--- src/rtl/otn_frame_rec.sv ---
// otn_frame_rec: far-end OTN serial receiver.
// Oversamples the serial line, hunts for the FAS bitwise, deserializes the
// frame LSB first, checks the trailing BIP-8 byte and, when ARQ is enabled,
// returns a start/result/stop ACK on an idle-high serial line.
module otn_frame_rec #(
    parameter int unsigned CLKS_PER_BIT = 20,
    parameter int unsigned SAMPLE_PHASE = 9,
    parameter int unsigned FRAME_BYTES  = 4164,
    parameter logic [47:0] FAS          = 48'hF6F6F6282828,
    parameter int unsigned ACK_GAP_BITS = 4
) (
    input  logic       i_clk,
    input  logic       i_rst_n,
    input  logic       i_sclk_en_16_x_baud,
    input  logic       i_otn_rx_data,
    input  logic       i_arq_en,
    output logic       o_otn_tx_ack,
    output logic [7:0] o_byte_data,
    output logic       o_byte_valid,
    output logic       o_frame_fas,
    output logic       o_frame_done,
    output logic       o_frame_good,
    output logic [2:0] o_rr_state
);

    // FAS rearranged into line order: first transmitted byte in bits [7:0],
    // so a right-shifting register holding the last 48 bits compares directly.
    function automatic logic [47:0] fas_wire_order(input logic [47:0] p);
        logic [47:0] r;
        r = '0;
        for (int unsigned k = 0; k < 6; k++) begin
            r[8*k +: 8] = p[47-8*k -: 8];
        end
        return r;
    endfunction

    localparam int unsigned GAP_TICKS = ACK_GAP_BITS * CLKS_PER_BIT;
    localparam int unsigned PH_W      = (CLKS_PER_BIT > 1) ? $clog2(CLKS_PER_BIT) : 1;
    localparam int unsigned TM_W      = $clog2(GAP_TICKS + 1);

    localparam logic [PH_W-1:0] PH_LAST   = PH_W'(CLKS_PER_BIT - 1);
    localparam logic [PH_W-1:0] PH_SAMPLE = PH_W'(SAMPLE_PHASE);
    localparam logic [TM_W-1:0] GAP_LAST  = TM_W'(GAP_TICKS - 1);
    localparam logic [TM_W-1:0] BIT_LAST  = TM_W'(CLKS_PER_BIT - 1);
    localparam logic [12:0]     LAST_IDX  = 13'(FRAME_BYTES - 1);
    localparam logic [12:0]     FIRST_IDX = 13'd6;
    localparam logic [47:0]     FAS_WIRE  = fas_wire_order(FAS);

    typedef enum logic [2:0] {
        ST_HUNT  = 3'd0,
        ST_RECV  = 3'd1,
        ST_CHECK = 3'd2,
        ST_GAP   = 3'd3,
        ST_ACK   = 3'd4
    } state_t;

    state_t          state;
    logic            rx_meta;
    logic            rx_sync;
    logic            rx_prev;
    logic [PH_W-1:0] phase;
    logic [47:0]     fas_sr;
    logic [7:0]      byte_sr;
    logic [2:0]      bit_cnt;
    logic [12:0]     byte_idx;
    logic [7:0]      bip_acc;
    logic [7:0]      bip_byte;
    logic [TM_W-1:0] timer;
    logic [1:0]      ack_bit;

    logic            rx_edge;
    logic            resync;
    logic            bit_strobe;
    logic [47:0]     fas_next;
    logic            fas_hit;
    logic [7:0]      byte_next;

    assign rx_edge    = rx_sync ^ rx_prev;
    assign resync     = rx_edge && ((state == ST_HUNT) || (state == ST_RECV));
    assign bit_strobe = i_sclk_en_16_x_baud && (phase == PH_SAMPLE);
    assign fas_next   = {rx_sync, fas_sr[47:1]};
    assign fas_hit    = (fas_next == FAS_WIRE);
    assign byte_next  = {rx_sync, byte_sr[7:1]};
    assign o_rr_state = state;

    // Two-flop synchronizer plus one delayed copy for edge detection.
    always_ff @(posedge i_clk or negedge i_rst_n) begin
        if (!i_rst_n) begin
            rx_meta <= 1'b0;
            rx_sync <= 1'b0;
            rx_prev <= 1'b0;
        end else begin
            rx_meta <= i_otn_rx_data;
            rx_sync <= rx_meta;
            rx_prev <= rx_sync;
        end
    end

    // Bit-phase counter: wraps every CLKS_PER_BIT ticks, realigned by line edges.
    always_ff @(posedge i_clk or negedge i_rst_n) begin
        if (!i_rst_n) begin
            phase <= '0;
        end else if (resync) begin
            phase <= '0;
        end else if (i_sclk_en_16_x_baud) begin
            phase <= (phase == PH_LAST) ? '0 : phase + 1'b1;
        end
    end

    // Receive/check/ACK state machine with registered outputs.
    always_ff @(posedge i_clk or negedge i_rst_n) begin
        if (!i_rst_n) begin
            state        <= ST_HUNT;
            fas_sr       <= '0;
            byte_sr      <= '0;
            bit_cnt      <= '0;
            byte_idx     <= '0;
            bip_acc      <= '0;
            bip_byte     <= '0;
            timer        <= '0;
            ack_bit      <= '0;
            o_otn_tx_ack <= 1'b1;
            o_byte_data  <= '0;
            o_byte_valid <= 1'b0;
            o_frame_fas  <= 1'b0;
            o_frame_done <= 1'b0;
            o_frame_good <= 1'b0;
        end else begin
            o_byte_valid <= 1'b0;
            o_frame_fas  <= 1'b0;
            o_frame_done <= 1'b0;
            case (state)
                ST_HUNT: begin
                    if (bit_strobe) begin
                        fas_sr <= fas_next;
                        if (fas_hit) begin
                            o_frame_fas <= 1'b1;
                            byte_idx    <= FIRST_IDX;
                            bip_acc     <= '0;
                            bit_cnt     <= '0;
                            byte_sr     <= '0;
                            state       <= ST_RECV;
                        end
                    end
                end
                ST_RECV: begin
                    if (bit_strobe) begin
                        byte_sr <= byte_next;
                        bit_cnt <= bit_cnt + 3'd1;
                        if (bit_cnt == 3'd7) begin
                            o_byte_data  <= byte_next;
                            o_byte_valid <= 1'b1;
                            if (byte_idx == LAST_IDX) begin
                                bip_byte <= byte_next;
                                state    <= ST_CHECK;
                            end else begin
                                bip_acc  <= bip_acc ^ byte_next;
                                byte_idx <= byte_idx + 13'd1;
                            end
                        end
                    end
                end
                ST_CHECK: begin
                    o_frame_good <= (bip_acc == bip_byte);
                    o_frame_done <= 1'b1;
                    timer        <= '0;
                    ack_bit      <= '0;
                    if (i_arq_en) begin
                        state <= ST_GAP;
                    end else begin
                        fas_sr <= '0;
                        state  <= ST_HUNT;
                    end
                end
                ST_GAP: begin
                    o_otn_tx_ack <= 1'b1;
                    if (i_sclk_en_16_x_baud) begin
                        if (timer == GAP_LAST) begin
                            timer        <= '0;
                            o_otn_tx_ack <= 1'b0;
                            state        <= ST_ACK;
                        end else begin
                            timer <= timer + 1'b1;
                        end
                    end
                end
                ST_ACK: begin
                    if (i_sclk_en_16_x_baud) begin
                        if (timer == BIT_LAST) begin
                            timer <= '0;
                            case (ack_bit)
                                2'd0: begin
                                    o_otn_tx_ack <= o_frame_good;
                                    ack_bit      <= 2'd1;
                                end
                                2'd1: begin
                                    o_otn_tx_ack <= 1'b0;
                                    ack_bit      <= 2'd2;
                                end
                                default: begin
                                    o_otn_tx_ack <= 1'b1;
                                    ack_bit      <= 2'd0;
                                    fas_sr       <= '0;
                                    state        <= ST_HUNT;
                                end
                            endcase
                        end else begin
                            timer <= timer + 1'b1;
                        end
                    end
                end
                default: begin
                    state <= ST_HUNT;
                end
            endcase
        end
    end

endmodule

--- config.mk ---
export PLATFORM = sky130hd
export DESIGN_NAME = otn_frame_rec
export DESIGN_NICKNAME = d
export VERILOG_FILES = /design/src/rtl/otn_frame_rec.sv
export SDC_FILE = /design/constraint.sdc
export NUM_CORES = 1
export LEC_CHECK = 0
export CORE_MARGIN = 4
export CORE_UTILIZATION = 60
export CTS_BUF_LIST = sky130_fd_sc_hd__clkbuf_8 sky130_fd_sc_hd__clkbuf_16
export DETAILED_ROUTE_END_ITERATION = 8
export HOLD_SLACK_MARGIN = 0.12
export PLACE_DENSITY = 0.76
export SETUP_SLACK_MARGIN = 0.1
export SYNTH_ARGS = -nofsm -noshare
export SYNTH_HDL_FRONTEND = slang
export SYNTH_SLANG_ARGS = --single-unit
export TNS_END_PERCENT = 1
--- constraint.sdc ---
create_clock -name i_clk -period 3.1 [get_ports i_clk]
set_clock_uncertainty 0.2 [all_clocks]
set_input_delay 0.62 -clock i_clk [delete_from_list [all_inputs] [get_ports i_clk]]
set_output_delay 0.62 -clock i_clk [all_outputs]
set_load 0.1 [all_outputs]
-- Word level (Yosys, flattened, before mapping)
Index checks and enable logic that the tools add are counted.
- add/sub/neg operators: 4
- $mul: 0
- div/mod/pow operators: 0
- order comparisons: 0
- eq/ne operators: 25
- shifts and indexed selects: 0
- multiplexer cells: 61
- bitwise gates (word level): 2
- reduce and logical (&&, ||, !) cells: 21
- operators with widths (operator ; number):
    2-to-1 mux 48 bit ; 5
    case mux 48 bit (3 select lines) ; 1
    2-to-1 mux 13 bit ; 5
    equality test 48 x 46 -> 1 bit (second input constant) ; 1
    2-to-1 mux 8 bit ; 6
    2-to-1 mux 3 bit ; 13
    case mux 8 bit (2 select lines) ; 2
    2-to-1 mux 7 bit ; 4
    case mux 13 bit (2 select lines) ; 1
    case mux 7 bit (3 select lines) ; 1
    inequality test 2 bit (second input constant) ; 10
    2-to-1 mux 5 bit ; 3
    case mux 3 bit (5 select lines) ; 1
    adder 13 x 1 -> 13 bit (second input constant) ; 1
    equality test 13 bit (second input constant) ; 1
    AND reduction 3 bit ; 4
    AND reduction 6 bit ; 2
    2-to-1 mux 1 bit ; 11
    AND reduction 10 bit ; 1
    equality test 8 bit ; 1
    case mux 2 bit (2 select lines) ; 2
    AND reduction 4 bit ; 2
    nonzero test 2 bit ; 4
    bitwise XOR 8 bit ; 1
    22 further kinds ; 30
- bits in registers: 121
- bits in latches: 0
- RAM bits: 0
- ROM bits: 0
- bits of input ports: 5
- memories: 0

-- Longest topological paths before layout
Gate-level depths: netlist of run 1.
- depth after elaboration: 6
- depth in mapped cells: 10
- depth with buffers taken out: 7

-- Worst setup path after synthesis of run 1
OpenSTA, ideal clock, no wires.
- path kind: register to register
- start: register state[0], in the netlist o_rr_state[0]
- end: register bip_byte[0]
- setup time: 0.125 ns
- data arrival time: 2.541 ns
- slack: 0.234 ns
- stages on the path, launching flop included: 5
- cells stage by stage: dfrtp_1 > nor3b_2 > nand4_1 > nor2_1 > mux2_2
- longest elaborated chain between the ends: 2
- ends and longest elaborated chain (element ; line ; text):
    from (decl) ; 57 ; state_t state;
    from (signal assigned) ; 113 ; state <= ST_HUNT;
    from (signal assigned) ; 142 ; state <= ST_RECV;
    from (signal assigned) ; 155 ; state <= ST_CHECK;
    equality test 3 x 1 -> 1 bit ; 132 ; case (state)
    AND reduction 4 bit (no line) ; - ;
    to (signal assigned) ; 154 ; bip_byte <= byte_next;
    to (decl) ; 67 ; logic [7:0] bip_byte;
Every way passes these cells.
A chain may end at the register's enable or synchronous reset.

-- Worst setup path after layout of run 1
- start: register rx_sync
- end: register byte_idx[3]
- longest elaborated chain between the ends: 3
- ends and longest elaborated chain (element ; line ; text):
    from (decl) ; 59 ; logic rx_sync;
    from (signal assigned) ; 94 ; rx_sync <= rx_meta;
    equality test 48 x 46 -> 1 bit ; 82 ; assign fas_hit = (fas_next == FAS_WIRE);
    inequality test 2 bit (no line) ; - ;
    AND reduction 6 bit (no line) ; - ;
    to (signal assigned) ; 158 ; byte_idx <= byte_idx + 13'd1;
    to (decl) ; 65 ; logic [12:0] byte_idx;
Every way passes these cells.

==> results of run 1 <==
flip-flops by register name (all words and copies together), names as in the netlist, 3 cells and up:
signal,flops
bip_acc,8
phase,5
o_byte_data,8
o_rr_state,3
fas_sr,47
byte_sr,7
timer,7
byte_idx,13
bip_byte,8
bit_cnt,3
layout by cell type (no fill, tap or decap), types with 6 or more instances in the layout:
| cell | count |
|---|---|
| nand3_1 | 15 |
| ha_1 | 6 |
| a21oi_1 | 36 |
| nand2_1 | 30 |
| nor3_1 | 6 |
| buf_4 | 33 |
| mux2_2 | 10 |
| xor2_1 | 9 |
| dfrtp_1 | 118 |
| inv_1 | 26 |
| nor2_1 | 34 |
| o21ai_0 | 39 |
| and3_1 | 7 |
| a22o_1 | 52 |
| clkbuf_16 | 16 |
| a31oi_1 | 6 |
| nand4_1 | 14 |
final cells by class:
class | count | area (sq um)
sequential | 119 | 2979
fill | 598 | 2387
multi-input combinational | 342 | 2257
clock buffer | 17 | 414.1
timing repair buffer | 39 | 327.8
clock inverter | 15 | 168.9
tap | 108 | 135.1
inverter | 25 | 93.84
report_power, final:
| group | total [W] | switching, W | leakage, nW | internal, W |
|---|---|---|---|---|
| Clock | 0.00193 | 0.000766 | 0.277 | 0.00116 |
| Combinational | 0.000507 | 0.000358 | 1.17 | 0.000150 |
| Sequential | 0.00161 | 0.0000347 | 1.58 | 0.00158 |
| Total | 0.00405 | 0.00116 | 3.03 | 0.00289 |
cells by family (layout without fill, tap and decap cells):
logic type / Yosys count / after routing / share of synthesized area [%]
xor gates and xnor gates: 10 / 10 / 1.609
muxes: 13 / 13 / 2.620
AOI/OAI and AO/OA: 162 / 162 / 20.50
adders and majority gates: 6 / 6 / 1.379
buffers and inverters: 52 / 96 / 4.090
and+or+nand+nor: 151 / 151 / 15.10
DFF: 119 / 119 / 54.71
synth_stat cells, types with 3 or more instances:
library cell    n  area [sq um]
o22ai_1         4         25.02
mux2i_1         3         30.03
nand3b_1        3         22.52
nor3_1          6         30.03
a21oi_1        36         180.2
buf_2           4         20.02
mux2_2         10         112.6
nand3_1        15         75.07
nand2b_1        4         25.02
nand2_1        30         112.6
ha_1            6         75.07
a41oi_1         5         43.79
nor2_1         35         131.4
and2_1          3         18.77
dfrtp_1       118          2953
a22o_1         52         455.4
o21ai_0        40         200.2
nor4bb_1        3         30.03
inv_1          25         93.84
clkbuf_1       15         56.30
nor2b_1         4         25.02
nand4_1        14         87.58
nor4_1          5         31.28
a22oi_1         3         22.52
and3_1          7         43.79
nor3b_1         3         22.52
a31oi_1         6         37.54
xor2_1          9         78.83
nor4b_1         5         43.79
buf_1           4         15.01
per-layer routing:
metal / vias up / share of wire, % / track usage (%)
met4: 0 / 0.69 / 8.068
li1: 1962 / - / -
met1: 2113 / 45 / 36.12
met3: 12 / 5.4 / 6.841
met5: - / 0 / 0
met2: 135 / 48 / 38.14
stage by stage:
step / util [%] / instance area, sq um / instances / setup WS [ns] / power (W)
final: 72.76 / 6376 / 665 / 0.2550 / 0.004047
after detailed placement: 65.99 / 5783 / 632 / 0.03146 / 0.002137
after CTS: 72.76 / 6376 / 665 / 0.2362 / 0.004069
after global routing: 72.76 / 6376 / 665 / 0.1203 / 0.004206
after global placement: 65.99 / 5783 / 632 / 0.1422 / 0.002127
after floorplan: - / 5445 / 513 / 0.2344 / 0.001953
worst paths after layout:
check / startpoint / to / slack, ns / depth (start not counted)
max: rx_sync / byte_idx[3] / 0.25 / 6
min: rx_meta / rx_sync / 0.15 / 0
max reg2reg: rx_sync / byte_idx[3] / 0.25 / 6
min reg2reg: rx_meta / rx_sync / 0.15 / 0
max in group asynchronous: i_rst_n / fas_sr[19] / 1.64 / 3
min in group asynchronous: i_rst_n / timer[6] / 0.40 / 2
worst max-delay path, cell delays in order, from the launching register on:
cell and delay (ns):
dfrtp_1 0.49, nand4bb_1 0.24, or4_1 0.56, or4_4 0.61, a31oi_4 0.22, buf_4 0.23
a41oi_1 0.14
timing repair:
action | 4_1_cts | 5_1_grt
hold endpoints to repair | 30 | 0
hold buffers | 1 | 0
endpoints found under the setup margin | 0 | 0
==> results.toml, run 1 <==
[setup_path]
path_max_fanout = 13
end_kind = "register"
cp.required_ns = 3.25
cp.arrival_ns = 3.00
worstSetupPathType = "register to register"
crit_path_start_kind = "register"

[floorplan]
core_sq_um = 8763
ios = 21
dieArea_sq_um = 10660
die_w_um = 103.3
die_h_um = 103.3
initial_utilization_pct = 62.14
num_rows = 34

[logic_synthesis]
synth_enable_flop_cells = 0
ys_types = 55
synth_cells = 513
syn_nets = 524
synthArstFlopShare_pct = 100.0
synth_warnings = 0
ys_seq_elements = 119
synth.avg_cell_area_sq_um = 10.61
ys.flop_type = "dfrtp_1"
synth-seq-area-share_pct = 54.71
netlist_area_sq_um = 5445

[clock_tree]
cts_tree = "built"
clk_pin_slew_ns = 0.06
cts_inserted_buffers = 17
post_cts_resized = 0
clkLatencyLatePin_ns = 0.52
h-tree-depth = 4
post-cts-setup-buffer-count = 0
cts.sinks = 119
root_buffer = "clkbuf_8"
cts_buffer_depth = 2

[sta]
max_freq_mhz = 351.5
period_minus_slack_ns = 2.845
setup_violations = 0
rsz0062_at_grt = "false"
fin_tns_setup_ns = 0
worst_pin_slew_ns = 1.143
maxSlewViolCount = 0
holdWs_ns = 0.1536
finalCritPeriodShare_pct = 91.77
relSlewSlack_pct = 23.48
hold_viol = 0

[routing]
vias = 4222
viasPerCell = 6.349
firstDrtPassIters = 5
wire_per_inst_um = 18.23
drtIter0Drc = 284
wirelength_um = 12120
ant_nets = 0
drc_errors = 0

[global_routing]
grt_pass1_vias = 4221
grt_max_degree = 51
grt_overflow = 0
grt_pass1_wl_um = 20840
antenna_found_initial = 0
track_usage_pct = 25.32

[place]
dp_hpwl_um = 7694
place_congestion = 0.8628
port_buffers = 20

[hold_path]
min_path_type = "register to register"

[power]
ir_drop_mv = 0.4141
power_density_nw_per_um2 = 634.7
p_leak_nw = 3.027

[layout]
layout-drive-gt1-share_pct = 15.80
diodes = 0
fin_nets = 555
syn2layout_area_growth_pct = 17.10

[run_status]
status = "finished, final reports clean"

[flow_run]
drv_cap = 0
Power figures use the tool's default switching activity.
==> inputs of run 2 (changes only) <==
--- a/config.mk
+++ b/config.mk
@@ -8,10 +8,12 @@
 export CORE_MARGIN = 4
 export CORE_UTILIZATION = 60
 export CTS_BUF_LIST = sky130_fd_sc_hd__clkbuf_8 sky130_fd_sc_hd__clkbuf_16
+export CTS_CLUSTER_SIZE = 10
 export DETAILED_ROUTE_END_ITERATION = 8
 export HOLD_SLACK_MARGIN = 0.12
 export PLACE_DENSITY = 0.76
 export SETUP_SLACK_MARGIN = 0.1
+export SKIP_CTS_REPAIR_TIMING = 1
 export SYNTH_ARGS = -nofsm -noshare
 export SYNTH_HDL_FRONTEND = slang
 export SYNTH_SLANG_ARGS = --single-unit
==> constraint.sdc (replaced) <==
create_clock -name i_clk -period 3.6 [get_ports i_clk]
set_clock_uncertainty 0.2 [all_clocks]
set_input_delay 0.72 -clock i_clk [delete_from_list [all_inputs] [get_ports i_clk]]
set_output_delay 0.72 -clock i_clk [all_outputs]
set_load 0.1 [all_outputs]
==> results.toml, run 2 (synthesis gave the netlist of run 1 again) <==
[run_status]
status = "finished, final reports clean"

[routing]
wirelength_um = 11440
wire_per_inst_um = 17.39
vias = 4164
ant_nets = 0
firstDrtPassIters = 4
viasPerCell = 6.328
drtIter0Drc = 233
drc_errors = 0

[floorplan]
dieArea_sq_um = 10660
num_rows = 34
core_sq_um = 8763
ios = 21
die_w_um = 103.3
die_h_um = 103.3
initial_utilization_pct = 62.14

[sta]
setup_violations = 0
maxSlewViolCount = 0
relSlewSlack_pct = 26.06
hold_viol = 0
worst_pin_slew_ns = 1.105
max_freq_mhz = 338.9
period_minus_slack_ns = 2.951
finalCritPeriodShare_pct = 81.96
fin_tns_setup_ns = 0
rsz0062_at_grt = "false"
fin_ws_ns = 0.6494
holdWs_ns = 0.1601

[global_routing]
busiest_layer = "met2"
grt_pass1_wl_um = 19760
track_usage_pct = 23.82
use_met3_pct = 6.707
grt_pass1_vias = 4048
antenna_found_initial = 0
grt_max_degree = 73
use_met2_pct = 36.01
grt_overflow = 0
grt_use_met1_pct = 34.47

[power]
power_density_nw_per_um2 = 534.2
ir_drop_mv = 0.3503
power_w = 0.003357
p_leak_nw = 2.987

[place]
port_buffers = 20
dp_hpwl_um = 7321
pre_cts_ws_ns = 0.5490
place_congestion = 0.8529
place_area_sq_um = 5720

[setup_path]
crit_path_start_kind = "register"
cp.arrival_ns = 3.11
cp.required_ns = 3.76
worstSetupPathType = "register to register"
end_kind = "register"
path_max_fanout = 31

[clock_tree]
root_buffer = "clkbuf_8"
h-tree-depth = 4
clk_pin_slew_ns = 0.06
cts.sinks = 119
clkLatencyLatePin_ns = 0.52
cts_tree = "built"
cts_inserted_buffers = 17
cts_buffer_depth = 2

[layout]
fin_nets = 548
diodes = 0
most-common-layout-cells = "dfrtp_1, a22o_1, o21ai_0"
layout-drive-gt1-share_pct = 14.55
finalInstanceArea_sq_um = 6285
register_area_sq_um = 2979
largest_register = "fas_sr"
multi_input_area_sq_um = 2257
syn2layout_area_growth_pct = 15.42
reg.largest.list = "fas_sr (47), byte_idx (13)"
largest_register_ffs = 47
fillCellCount = 622
final_common_cell = "dfrtp_1"

[hold_path]
min_path_type = "register to register"

[flow_run]
drv_cap = 0
==> run 2: worst paths after layout <==
| check | start | endpoint | slack (ns) | cells past startpoint |
|---|---|---|---|---|
| setup / recovery | rx_sync | byte_idx[6] | 0.65 | 6 |
| hold reg to reg | rx_meta | rx_sync | 0.16 | 0 |
| min in group asynchronous | i_rst_n | timer[4] | 0.56 | 2 |
| max in group asynchronous | i_rst_n | bip_byte[7] | 1.86 | 3 |
| setup reg to reg | rx_sync | byte_idx[6] | 0.65 | 6 |
| hold / removal | rx_meta | rx_sync | 0.16 | 0 |
==> run 2: power by group <==
part	switching, W	internal [W]
logic	0.000295	0.000119
clock network	0.000623	0.000937
registers	0.0000266	0.00136
total	0.000944	0.00241
==> run 2: metal layers <==
layer  share of wire, %  routed length, um
met2                 48               5467
met3                5.7                647
met5                  0                  0
met1                 46               5264
met4               0.57                 65
==> run 2: worst max-delay path: stages, from the launching register on <==
cell,delay (ns)
dfrtp_1,0.50
nand4bb_1,0.25
or4_1,0.54
or4_4,0.60
a31oi_4,0.19
buf_4,0.34
a41oi_1,0.17
==> run 2: cell type report <==
type	instances	area share, %
sequential	119	47.40
multi-input combinational	342	35.91
clock buffer	18	6.809
timing repair buffer	32	4.221
tap	108	2.150
clock inverter	14	2.011
inverter	25	1.493
==> run 2: through the flow <==
step                      utilization [%]  cells
final                               71.72    658
after global routing                71.72    658
after global placement              65.28    625
after detailed placement            65.28    625
after floorplan                         -    513
after CTS                           71.60    657
==> inputs of run 3 (changes only) <==
==> constraint.sdc (replaced) <==
create_clock -name i_clk -period 2.8 [get_ports i_clk]
set_clock_uncertainty 0.2 [all_clocks]
set_input_delay 0.56 -clock i_clk [delete_from_list [all_inputs] [get_ports i_clk]]
set_output_delay 0.56 -clock i_clk [all_outputs]
set_load 0.1 [all_outputs]
==> results.toml, run 3 (synthesis gave the netlist of run 1 again) <==
[floorplan]
initial_utilization_pct = 62.14
core_sq_um = 8763
die_h_um = 103.3
num_rows = 34
dieArea_sq_um = 10660
die_w_um = 103.3
ios = 21

[layout]
diodes = 0
finalInstanceArea_sq_um = 6414
reg.largest.list = "fas_sr (47), byte_idx (13)"
largest_register = "fas_sr"
most-common-layout-cells = "dfrtp_1, a22o_1, buf_4"
fillCellCount = 607
layout-drive-gt1-share_pct = 17.35
fin_nets = 564
largest_register_ffs = 47
final_common_cell = "dfrtp_1"
syn2layout_area_growth_pct = 17.78

[clock_tree]
cts.sinks = 119
root_buffer = "clkbuf_8"
cts_inserted_buffers = 17
cts_tree = "built"
clkLatencyLatePin_ns = 0.52
h-tree-depth = 4
clk_pin_slew_ns = 0.06
cts_buffer_depth = 2

[sta]
period_minus_slack_ns = 2.636
worst_pin_slew_ns = 0.6401
finalCritPeriodShare_pct = 94.16
relSlewSlack_pct = 57.00
maxSlewViolCount = 0
rsz0062_at_grt = "true"
hold_viol = 0
fin_tns_setup_ns = 0
setup_violations = 0
max_freq_mhz = 379.3

[routing]
viasPerCell = 6.328
vias = 4259
wirelength_um = 12060
drtIter0Drc = 233
firstDrtPassIters = 5
routed.top_layer = "met4"
drc_errors = 0
met3_length_um = 524
drt-met1-wl_um = 5474
dr_wl_met2_um = 5887
wire_per_inst_um = 17.92
ant_nets = 0

[place]
place_area_sq_um = 5834
dp_hpwl_um = 7806
place_congestion = 0.8589
port_buffers = 20

[global_routing]
antenna_found_initial = 0
track_usage_pct = 24.62
grt_pass1_wl_um = 20330
grt_max_degree = 48
grt_pass1_vias = 4160
grt_overflow = 0

[setup_path]
cp.arrival_ns = 2.79
cp.required_ns = 2.96
crit_path_start_kind = "register"
end_kind = "register"
worstSetupPathType = "register to register"
path_max_fanout = 6

[run_status]
status = "finished, final reports clean"

[flow_run]
drv_cap = 0

[hold_path]
min_path_type = "register to register"

[power]
p_leak_nw = 3.066
power_density_nw_per_um2 = 673.6
ir_drop_mv = 0.5892
run 3: power breakdown:
| part | switching, W | internal (W) | leakage (nW) | total [W] |
|---|---|---|---|---|
| logic | 0.000391 | 0.000166 | 1.22 | 0.000557 |
| registers | 0.0000374 | 0.00175 | 1.58 | 0.00178 |
| clock network | 0.000801 | 0.00118 | 0.266 | 0.00198 |
run 3: path summary, 6_finish.rpt:
kind,start,end,slack [ns],cells after the start
setup / recovery,fas_sr[4],byte_idx[6],0.16,6
hold / removal,rx_meta,rx_sync,0.16,0
setup reg to reg,fas_sr[4],byte_idx[6],0.16,6
hold reg to reg,rx_meta,rx_sync,0.16,0
max in group asynchronous,i_rst_n,bip_byte[1],1.31,3
min in group asynchronous,i_rst_n,ack_bit[1],0.37,2
run 3: routing by layer:
layer	global-route usage, %	up-vias
li1	-	1981
met1	33.85	2147
met2	39.02	113
met3	5.567	18
met4	8.267	0
met5	0	-
run 3: through the flow:
| stage | setup WS [ns] | hold WS (ns) | util (%) | std cells | power (W) |
|---|---|---|---|---|---|
| floorplan | 0.04560 | 0.06441 | - | 513 | 0.002164 |
| global placement | 0.1164 | 0.1358 | 66.58 | 638 | 0.002351 |
| detailed placement | 0.09097 | 0.1440 | 66.58 | 638 | 0.002361 |
| CTS | 0.1044 | -0.1511 | 72.77 | 669 | 0.004347 |
| global route | 0.07658 | 0.1620 | 73.19 | 673 | 0.004490 |
| finish | 0.1636 | 0.1580 | 73.19 | 673 | 0.004320 |
run 3: final cells by class:
cell class              count  area, sq um  share of cell area, %
clock buffers              17        414.1                  6.457
clock inverters            14        128.9                  2.009
inverters                  25        93.84                  1.463
multi-input cells         342         2250                  35.08
flip-flops and latches    119         2980                  46.47
well taps                 108        135.1                  2.107
repair buffers             48        411.6                  6.418
run 3: worst max-delay path, stage by stage, from the launching register on:
cell and delay [ns]:
dfrtp_1 0.41, nand4b_1 0.21, or4_1 0.49, or4_4 0.59, a31oi_4 0.27, buf_4 0.19, a41oi_1 0.12
